**src/rtl/instr_enc_pkg.sv**
```systemverilog
// Shared instruction-format definitions: field sizes and positions, opcode map and
// opcode-class predicates used by both the ID-stage decode and the encoder.
package instr_enc_pkg;

  localparam int SIZE_DATA  = 32;
  localparam int HBIT_DATA  = SIZE_DATA - 1;
  localparam int SIZE_ADDR  = 8;
  localparam int SIZE_OPC   = 6;
  localparam int SIZE_TGT_GP = 4;
  localparam int SIZE_TGT_SR = 3;
  localparam int SIZE_SRC_GP = 4;
  localparam int SIZE_SRC_SR = 3;
  localparam int SIZE_CC    = 4;
  localparam int SIZE_IMM   = 16;
  localparam int HBIT_IMM   = SIZE_IMM - 1;
  localparam int SIZE_IMMSR = 12;

  // Slots overlap between classes; no opcode uses two fields sharing a slot.
  localparam int LBIT_INSTR_OPC    = 26;
  localparam int LBIT_INSTR_TGT_GP = 22;
  localparam int LBIT_INSTR_TGT_SR = 22;
  localparam int LBIT_INSTR_CC     = 22;
  localparam int LBIT_INSTR_SRC_GP = 18;
  localparam int LBIT_INSTR_SRC_SR = 18;
  localparam int LBIT_INSTR_IMM    = 0;
  localparam int LBIT_INSTR_IMMSR  = 0;

  localparam logic [SIZE_OPC-1:0] OPC_NOP      = 6'd0;
  localparam logic [SIZE_OPC-1:0] OPC_R_ADD    = 6'd1;
  localparam logic [SIZE_OPC-1:0] OPC_R_MOV    = 6'd2;
  localparam logic [SIZE_OPC-1:0] OPC_I_ADDi   = 6'd3;
  localparam logic [SIZE_OPC-1:0] OPC_I_MOVi   = 6'd4;
  localparam logic [SIZE_OPC-1:0] OPC_I_LDi    = 6'd5;
  localparam logic [SIZE_OPC-1:0] OPC_IS_ADDis = 6'd6;
  localparam logic [SIZE_OPC-1:0] OPC_IS_BRA   = 6'd7;
  localparam logic [SIZE_OPC-1:0] OPC_S_LUI    = 6'd8;
  localparam logic [SIZE_OPC-1:0] OPC_S_SRJCC  = 6'd9;
  localparam logic [SIZE_OPC-1:0] OPC_S_MOVSR  = 6'd10;
  localparam logic [SIZE_OPC-1:0] OPC_S_MOVRS  = 6'd11;

  typedef enum logic [1:0] {ST_IDLE, ST_LUI, ST_MAIN} enc_st_e;

  typedef struct packed {
    logic [SIZE_OPC-1:0]    opc;
    logic [SIZE_TGT_GP-1:0] tgt_gp;
    logic [SIZE_TGT_SR-1:0] tgt_sr;
    logic [SIZE_SRC_GP-1:0] src_gp;
    logic [SIZE_SRC_SR-1:0] src_sr;
    logic [SIZE_CC-1:0]     cc;
    logic [SIZE_DATA-1:0]   imm;
    logic [SIZE_IMMSR-1:0]  immsr;
  } enc_req_t;

  typedef struct packed {
    logic                 expand;
    logic [SIZE_DATA-1:0] lui_word;
    logic [SIZE_DATA-1:0] word;
  } enc_ent_t;

  function automatic logic imm_en(input logic [SIZE_OPC-1:0] opc);
    return opc inside {OPC_I_ADDi, OPC_I_MOVi, OPC_I_LDi, OPC_IS_ADDis, OPC_IS_BRA, OPC_S_LUI};
  endfunction

  function automatic logic sgn_en(input logic [SIZE_OPC-1:0] opc);
    return opc inside {OPC_IS_ADDis, OPC_IS_BRA};
  endfunction

  function automatic logic is_branch(input logic [SIZE_OPC-1:0] opc);
    return opc inside {OPC_IS_BRA, OPC_S_SRJCC};
  endfunction

  function automatic logic has_immsr(input logic [SIZE_OPC-1:0] opc);
    return opc == OPC_S_SRJCC;
  endfunction

  function automatic logic has_tgt_gp(input logic [SIZE_OPC-1:0] opc);
    return opc inside {OPC_R_ADD, OPC_R_MOV, OPC_I_ADDi, OPC_I_MOVi, OPC_I_LDi,
                       OPC_IS_ADDis, OPC_S_MOVRS};
  endfunction

  function automatic logic has_tgt_sr(input logic [SIZE_OPC-1:0] opc);
    return opc == OPC_S_MOVSR;
  endfunction

  function automatic logic has_src_gp(input logic [SIZE_OPC-1:0] opc);
    return opc inside {OPC_R_ADD, OPC_R_MOV, OPC_S_MOVSR};
  endfunction

  function automatic logic has_src_sr(input logic [SIZE_OPC-1:0] opc);
    return opc == OPC_S_MOVRS;
  endfunction

endpackage

```
**src/rtl/instr_enc_pack.sv**
```systemverilog
// Combinational field packer: request -> main word, companion LUI word, expand flag.
// INSTR_ENC_CHECK_EN adds the err output flagging unused/unrepresentable fields.
module instr_enc_pack
  import instr_enc_pkg::*;
(
  input  enc_req_t req,
  output enc_ent_t ent
`ifdef INSTR_ENC_CHECK_EN
  ,
  output logic     err
`endif
);

  logic [SIZE_DATA-1:0] word;
  logic [SIZE_DATA-1:0] lui_word;

  always_comb begin
    word = '0;
    word[LBIT_INSTR_OPC +: SIZE_OPC] = req.opc;
    if (has_tgt_gp(req.opc)) word[LBIT_INSTR_TGT_GP +: SIZE_TGT_GP] = req.tgt_gp;
    if (has_tgt_sr(req.opc)) word[LBIT_INSTR_TGT_SR +: SIZE_TGT_SR] = req.tgt_sr;
    if (has_src_gp(req.opc)) word[LBIT_INSTR_SRC_GP +: SIZE_SRC_GP] = req.src_gp;
    if (has_src_sr(req.opc)) word[LBIT_INSTR_SRC_SR +: SIZE_SRC_SR] = req.src_sr;
    if (is_branch(req.opc))  word[LBIT_INSTR_CC +: SIZE_CC]         = req.cc;
    if (imm_en(req.opc))     word[LBIT_INSTR_IMM +: SIZE_IMM]       = req.imm[HBIT_IMM:0];
    if (has_immsr(req.opc))  word[LBIT_INSTR_IMMSR +: SIZE_IMMSR]   = req.immsr;
  end

  always_comb begin
    lui_word = '0;
    lui_word[LBIT_INSTR_OPC +: SIZE_OPC] = OPC_S_LUI;
    lui_word[LBIT_INSTR_IMM +: SIZE_IMM] = req.imm[HBIT_DATA:SIZE_IMM];
  end

  // Only unsigned I-class immediates with upper bits set need the LUI prefix.
  assign ent.expand   = imm_en(req.opc) && !sgn_en(req.opc) && (req.opc != OPC_S_LUI) &&
                        (|req.imm[HBIT_DATA:SIZE_IMM]);
  assign ent.lui_word = lui_word;
  assign ent.word     = word;

`ifdef INSTR_ENC_CHECK_EN
  logic unused_nz, sgn_bad;
  assign unused_nz = (!has_tgt_gp(req.opc) && |req.tgt_gp) ||
                     (!has_tgt_sr(req.opc) && |req.tgt_sr) ||
                     (!has_src_gp(req.opc) && |req.src_gp) ||
                     (!has_src_sr(req.opc) && |req.src_sr) ||
                     (!is_branch(req.opc)  && |req.cc)     ||
                     (!imm_en(req.opc)     && |req.imm)    ||
                     (!has_immsr(req.opc)  && |req.immsr);
  assign sgn_bad   = sgn_en(req.opc) &&
                     !((&req.imm[HBIT_DATA:HBIT_IMM]) || !(|req.imm[HBIT_DATA:HBIT_IMM]));
  assign err       = unused_nz || sgn_bad;
`endif

endmodule

```
**src/rtl/instr_enc.sv**
```systemverilog
// Instruction encoder: request FIFO of packed words, write FSM, address counter.
// INSTR_ENC_CHECK_EN adds a sticky ow_err for malformed requests.
module instr_enc
  import instr_enc_pkg::*;
#(
  parameter int DEPTH = 4
) (
  input  logic                 iw_clk,
  input  logic                 iw_rst,
  input  logic                 iw_start,
  input  logic [SIZE_ADDR-1:0] iw_base_addr,
  input  logic                 iw_valid,
  output logic                 ow_ready,
  input  logic [SIZE_OPC-1:0]  iw_opc,
  input  logic [SIZE_TGT_GP-1:0] iw_tgt_gp,
  input  logic [SIZE_TGT_SR-1:0] iw_tgt_sr,
  input  logic [SIZE_SRC_GP-1:0] iw_src_gp,
  input  logic [SIZE_SRC_SR-1:0] iw_src_sr,
  input  logic [SIZE_CC-1:0]   iw_cc,
  input  logic [SIZE_DATA-1:0] iw_imm,
  input  logic [SIZE_IMMSR-1:0] iw_immsr,
  output logic                 ow_wr_en,
  output logic [SIZE_ADDR-1:0] ow_wr_addr,
  output logic [SIZE_DATA-1:0] ow_wr_data,
  input  logic                 iw_wr_ready,
  output logic                 ow_busy
`ifdef INSTR_ENC_CHECK_EN
  ,
  output logic                 ow_err
`endif
);

  localparam int AW = $clog2(DEPTH);

  enc_req_t req;
  enc_ent_t ent, head;

  assign req = '{opc: iw_opc, tgt_gp: iw_tgt_gp, tgt_sr: iw_tgt_sr, src_gp: iw_src_gp,
                 src_sr: iw_src_sr, cc: iw_cc, imm: iw_imm, immsr: iw_immsr};

`ifdef INSTR_ENC_CHECK_EN
  logic req_err;
  instr_enc_pack u_pack (.req(req), .ent(ent), .err(req_err));
`else
  instr_enc_pack u_pack (.req(req), .ent(ent));
`endif

  enc_ent_t      fifo_q [DEPTH];
  logic [AW-1:0] wr_ptr, rd_ptr;
  logic [AW:0]   cnt;
  enc_st_e       st;
  logic [SIZE_DATA-1:0] hold_word;
  logic empty, full, wr_done, pop, push;

  assign empty   = (cnt == '0);
  assign full    = (cnt == (AW+1)'(DEPTH));
  assign wr_done = ow_wr_en && iw_wr_ready;
  assign head    = fifo_q[rd_ptr];
  // MAIN completion pops the next entry in the same edge, so writes stream back to back.
  assign pop     = !iw_start && !empty && ((st == ST_IDLE) || (st == ST_MAIN && wr_done));
  assign ow_ready = !iw_start && (!full || pop);
  assign push    = iw_valid && ow_ready;
  assign ow_busy = !empty || (st != ST_IDLE);

  always_ff @(posedge iw_clk)
    if (push) fifo_q[wr_ptr] <= ent;

  always_ff @(posedge iw_clk or posedge iw_rst) begin
    if (iw_rst) begin
      wr_ptr <= '0;
      rd_ptr <= '0;
      cnt    <= '0;
    end else if (iw_start) begin
      wr_ptr <= '0;
      rd_ptr <= '0;
      cnt    <= '0;
    end else begin
      if (push) wr_ptr <= wr_ptr + 1'b1;
      if (pop)  rd_ptr <= rd_ptr + 1'b1;
      cnt <= cnt + {{AW{1'b0}}, push} - {{AW{1'b0}}, pop};
    end
  end

  enc_st_e              ld_st;
  logic [SIZE_DATA-1:0] ld_data;
  assign ld_st   = head.expand ? ST_LUI : ST_MAIN;
  assign ld_data = head.expand ? head.lui_word : head.word;

  always_ff @(posedge iw_clk or posedge iw_rst) begin
    if (iw_rst) begin
      st         <= ST_IDLE;
      ow_wr_en   <= 1'b0;
      ow_wr_addr <= '0;
      ow_wr_data <= '0;
      hold_word  <= '0;
    end else if (iw_start) begin
      st         <= ST_IDLE;
      ow_wr_en   <= 1'b0;
      ow_wr_addr <= iw_base_addr;
      ow_wr_data <= '0;
    end else begin
      case (st)
        ST_IDLE: if (pop) begin
          st         <= ld_st;
          ow_wr_en   <= 1'b1;
          ow_wr_data <= ld_data;
          hold_word  <= head.word;
        end
        ST_LUI: if (wr_done) begin
          st         <= ST_MAIN;
          ow_wr_addr <= ow_wr_addr + SIZE_ADDR'(1);
          ow_wr_data <= hold_word;
        end
        ST_MAIN: if (wr_done) begin
          ow_wr_addr <= ow_wr_addr + SIZE_ADDR'(1);
          if (pop) begin
            st         <= ld_st;
            ow_wr_data <= ld_data;
            hold_word  <= head.word;
          end else begin
            st       <= ST_IDLE;
            ow_wr_en <= 1'b0;
          end
        end
        default: st <= ST_IDLE;
      endcase
    end
  end

`ifdef INSTR_ENC_CHECK_EN
  always_ff @(posedge iw_clk or posedge iw_rst) begin
    if (iw_rst)                ow_err <= 1'b0;
    else if (iw_start)         ow_err <= 1'b0;
    else if (push && req_err)  ow_err <= 1'b1;
  end
`endif

endmodule
```
**config.mk**
```make
export PLATFORM = sky130hd
export DESIGN_NAME = instr_enc
export DESIGN_NICKNAME = d
export VERILOG_FILES = /design/src/rtl/instr_enc_pkg.sv /design/src/rtl/instr_enc_pack.sv /design/src/rtl/instr_enc.sv
export SDC_FILE = /design/constraint.sdc
export NUM_CORES = 1
export LEC_CHECK = 0
export ABC_AREA = 1
export CORE_MARGIN = 3
export CORE_UTILIZATION = 35
export DETAILED_ROUTE_END_ITERATION = 7
export GPL_ROUTABILITY_DRIVEN = 0
export SLEW_MARGIN = 10
export SYNTH_ARGS = -nofsm -noshare
export SYNTH_HDL_FRONTEND = slang
export SYNTH_SLANG_ARGS = --single-unit
```
**constraint.sdc**
```tcl
create_clock -name iw_clk -period 3.6 [get_ports iw_clk]
set_clock_uncertainty 0.05 [all_clocks]
set_input_delay 0.72 -clock iw_clk [delete_from_list [all_inputs] [get_ports iw_clk]]
set_output_delay 0.72 -clock iw_clk [all_outputs]
set_load 0.03 [all_outputs]
```
==> results.toml <==
[run_status]
status = "finished clean"

[critical_path]
crit_arrival_ns = 2.51
critical_path_class = "reg -> out"
r2r_setup_slack_ns = 0.99
r2r_start = "st[0]"
crit_path_end_kind = "primary output"
cp_max_fo = 5
worstReg2RegEnd = "cnt[2]"
cp_data_required_time_ns = 2.83
r2r_cells = 14
startpoint_type = "register"

[die]
die_w_um = 188
io_pins = 124
die_y_um = 188
num_rows = 66
initial_utilization_pct = 35.6
design.core.area_um2 = 32600
die_area_um2 = 35400

[cells_and_area]
layout_common_cells = "nand2_1, edfxtp_1, nand3_1"
drive_above_1_share_pct = 6.07
antenna_cells = 0
syn_to_final_growth_pct = 22.8
final_nets = 1389
final_common_cell = "nand2_1"
n_fill_cell = 3084

[timing]
timing.final.crit_share_pct = 91.1
hold_violations = 0
setup_viol = 0
fin_setup_tns_ns = 0
fmax_mhz = 305
rsz0062_at_grt = "false"
fin_crit_ns = 3.28
slew_headroom_pct = 43.8
final-max-slew-violation-count = 0
worst_hold_slack_ns = 0.425
tightest_slew_ns = 0.842

[power]
cellLeakagePower_nw = 5.94
power_density_nw_per_um2 = 694
peakVddDrop_uv = 454

[route]
routed_via_density = 4.73
drc_errors = 0
wirelength_um = 28200
firstDrtPassIters = 5
vias = 8321
drt-initial-drc-count = 574
ant_nets = 0
detail_route.wl_per_cell_um = 16.0

[min_path]
worstHoldStart = "ow_wr_data[4]"
hold_class = "reg -> reg"
worstHoldEndpoint = "ow_wr_data[4]"
hold_path_depth = 2

[clock_network]
cts_root_buf = "clkbuf_16"
cts_tree = "yes"
clk_latency_ns = 0.54
cts_resized = 0
clkSlewWorstSetupHoldPaths_ns = 0.06
clock_sinks = 266
htreeDepth = 1
cts_buffers = 29
clk_path_buf_depth = 3
cts_hold_buf = 0
post_cts_buffers = 0

[logic_synthesis]
ys_ff_latch = 266
ys_seq_area_share_pct = 65.4
syn_inst = 1181
synthesis.area_um2 = 11600
yosysWarningCount = 0
syn_avg_cell_area_um2 = 9.83
synth_cell_types = 33

[global_routing]
grt_pass1_wl_um = 44800
grt_max_degree = 79
grt-ovfl-total = 0
grt_pass1_vias = 8112
grt_usage_pct = 15.9
antenna_found_initial = 1

[placement]
hpwl_um = 17400
io_buffers = 121

[flow_run]
maxCapViolCount = 0
[Yosys cell counts]
cell      count  area share [%]
nand2_1     495              16
edfxtp_1    188              49
nand3_1     137             5.9
dfrtp_1      78              17
inv_1        66             2.1
o21ai_0      42             1.8
buf_2        31             1.3
nor2_1       30            0.97
o21ai_1      22            0.95
clkbuf_1     14            0.45
o22ai_1      12            0.65
ha_1         11             1.2
buf_4         9            0.58
a21oi_1       5            0.22
inv_2         5            0.16
o211ai_1      5            0.32
buf_1         4            0.13
nand2_2       4            0.22
nand4_1       4            0.22
nor4_1        4            0.22
a31oi_1       2            0.11
nand3_2       2            0.17
a211oi_1      1           0.065
a21boi_0      1           0.065
a21oi_2       1           0.075
conb_1        1           0.032
fa_1          1            0.17
nand2_4       1           0.097
nor2_2        1           0.054
nor3_1        1           0.043
o21ba_2       1           0.086
or2_2         1           0.054
xor2_1        1           0.075
[critical path, stage by stage (launching register included)]
cell and delay, ns:
dfrtp_1 0.43, inv_1 0.10, ha_1 0.22, nand3_1 0.11, nand2_1 0.11, inv_1 0.06, a31oi_1 0.20, clkdlybuf4s50_1 0.73
[cell families (layout without fill, tap and decap cells)]
kind of cell	count (synthesis)	in the layout	share of synthesized area (%)
fa+ha+maj	12	12	1.36
other cells	1	2	0.0323
simple gates	680	680	23.9
buf+inv	129	265	4.80
compound gates	92	92	4.34
xor+xnor	1	1	0.0755
flops	266	266	65.4
[layout make-up]
| cell class | count | area, um2 | area share (%) |
|---|---|---|---|
| multi-input cells | 787 | 3490 | 24.5 |
| repair buffers | 141 | 1450 | 10.2 |
| clock buffers | 41 | 801 | 5.62 |
| clock inverters | 12 | 103 | 0.719 |
| flip-flops and latches | 266 | 7600 | 53.3 |
| well taps | 442 | 553 | 3.88 |
| inverters | 71 | 268 | 1.88 |
[layer usage]
layer / vias to the layer above / GRT usage [%] / part of all wire, %
met5: - / 0 / 0.046
met4: 2 / 3.46 / 1.7
met3: 37 / 2.94 / 6.1
met2: 231 / 25.6 / 46
met1: 3898 / 22.5 / 47
li1: 4153 / - / -
[how the worst max path moves through the flow]
stage / depth (start not counted) / startpoint / to / slack, ns
after global routing: 7 / st[0] / ow_ready / 0.16
after floorplan: 5 / iw_start / fifo_q[0][0] / -0.27
final: 7 / st[0] / ow_ready / 0.32
after CTS: 7 / st[0] / ow_ready / 0.31
after detailed placement: 6 / iw_wr_ready / ow_ready / 0.44
after global placement: 6 / iw_wr_ready / ow_ready / 0.46
[registers in the layout (all words and copies together) (netlist names)]
| name | flops |
|---|---|
| cnt | 3 |
| fifo_q | 188 |
| hold_word | 30 |
| ow_wr_addr | 8 |
| ow_wr_data | 30 |
| ow_wr_en | 1 |
| rd_ptr | 2 |
| st | 2 |
| wr_ptr | 2 |
[power breakdown]
group | internal (mW) | leakage, nW | switching (mW)
Clock | 1.68 | 0.443 | 1.13
Combinational | 1.02 | 2.76 | 2.08
Sequential | 3.72 | 2.74 | 0.264
[stage by stage]
step                      instances  power, mW  cell area (um2)  utilization (%)  worst slack, ns
after floorplan                1182       6.06            11600                -           -0.270
after global placement         1707       7.12            13400             40.9            0.463
after detailed placement       1707       7.17            13400             40.9            0.443
after CTS                      1760       10.0            14300             43.7            0.311
after global routing           1760       10.6            14300             43.7            0.160
final                          1760       9.90            14300             43.7            0.321
Note: power is estimated with default switching activity, not from simulation.
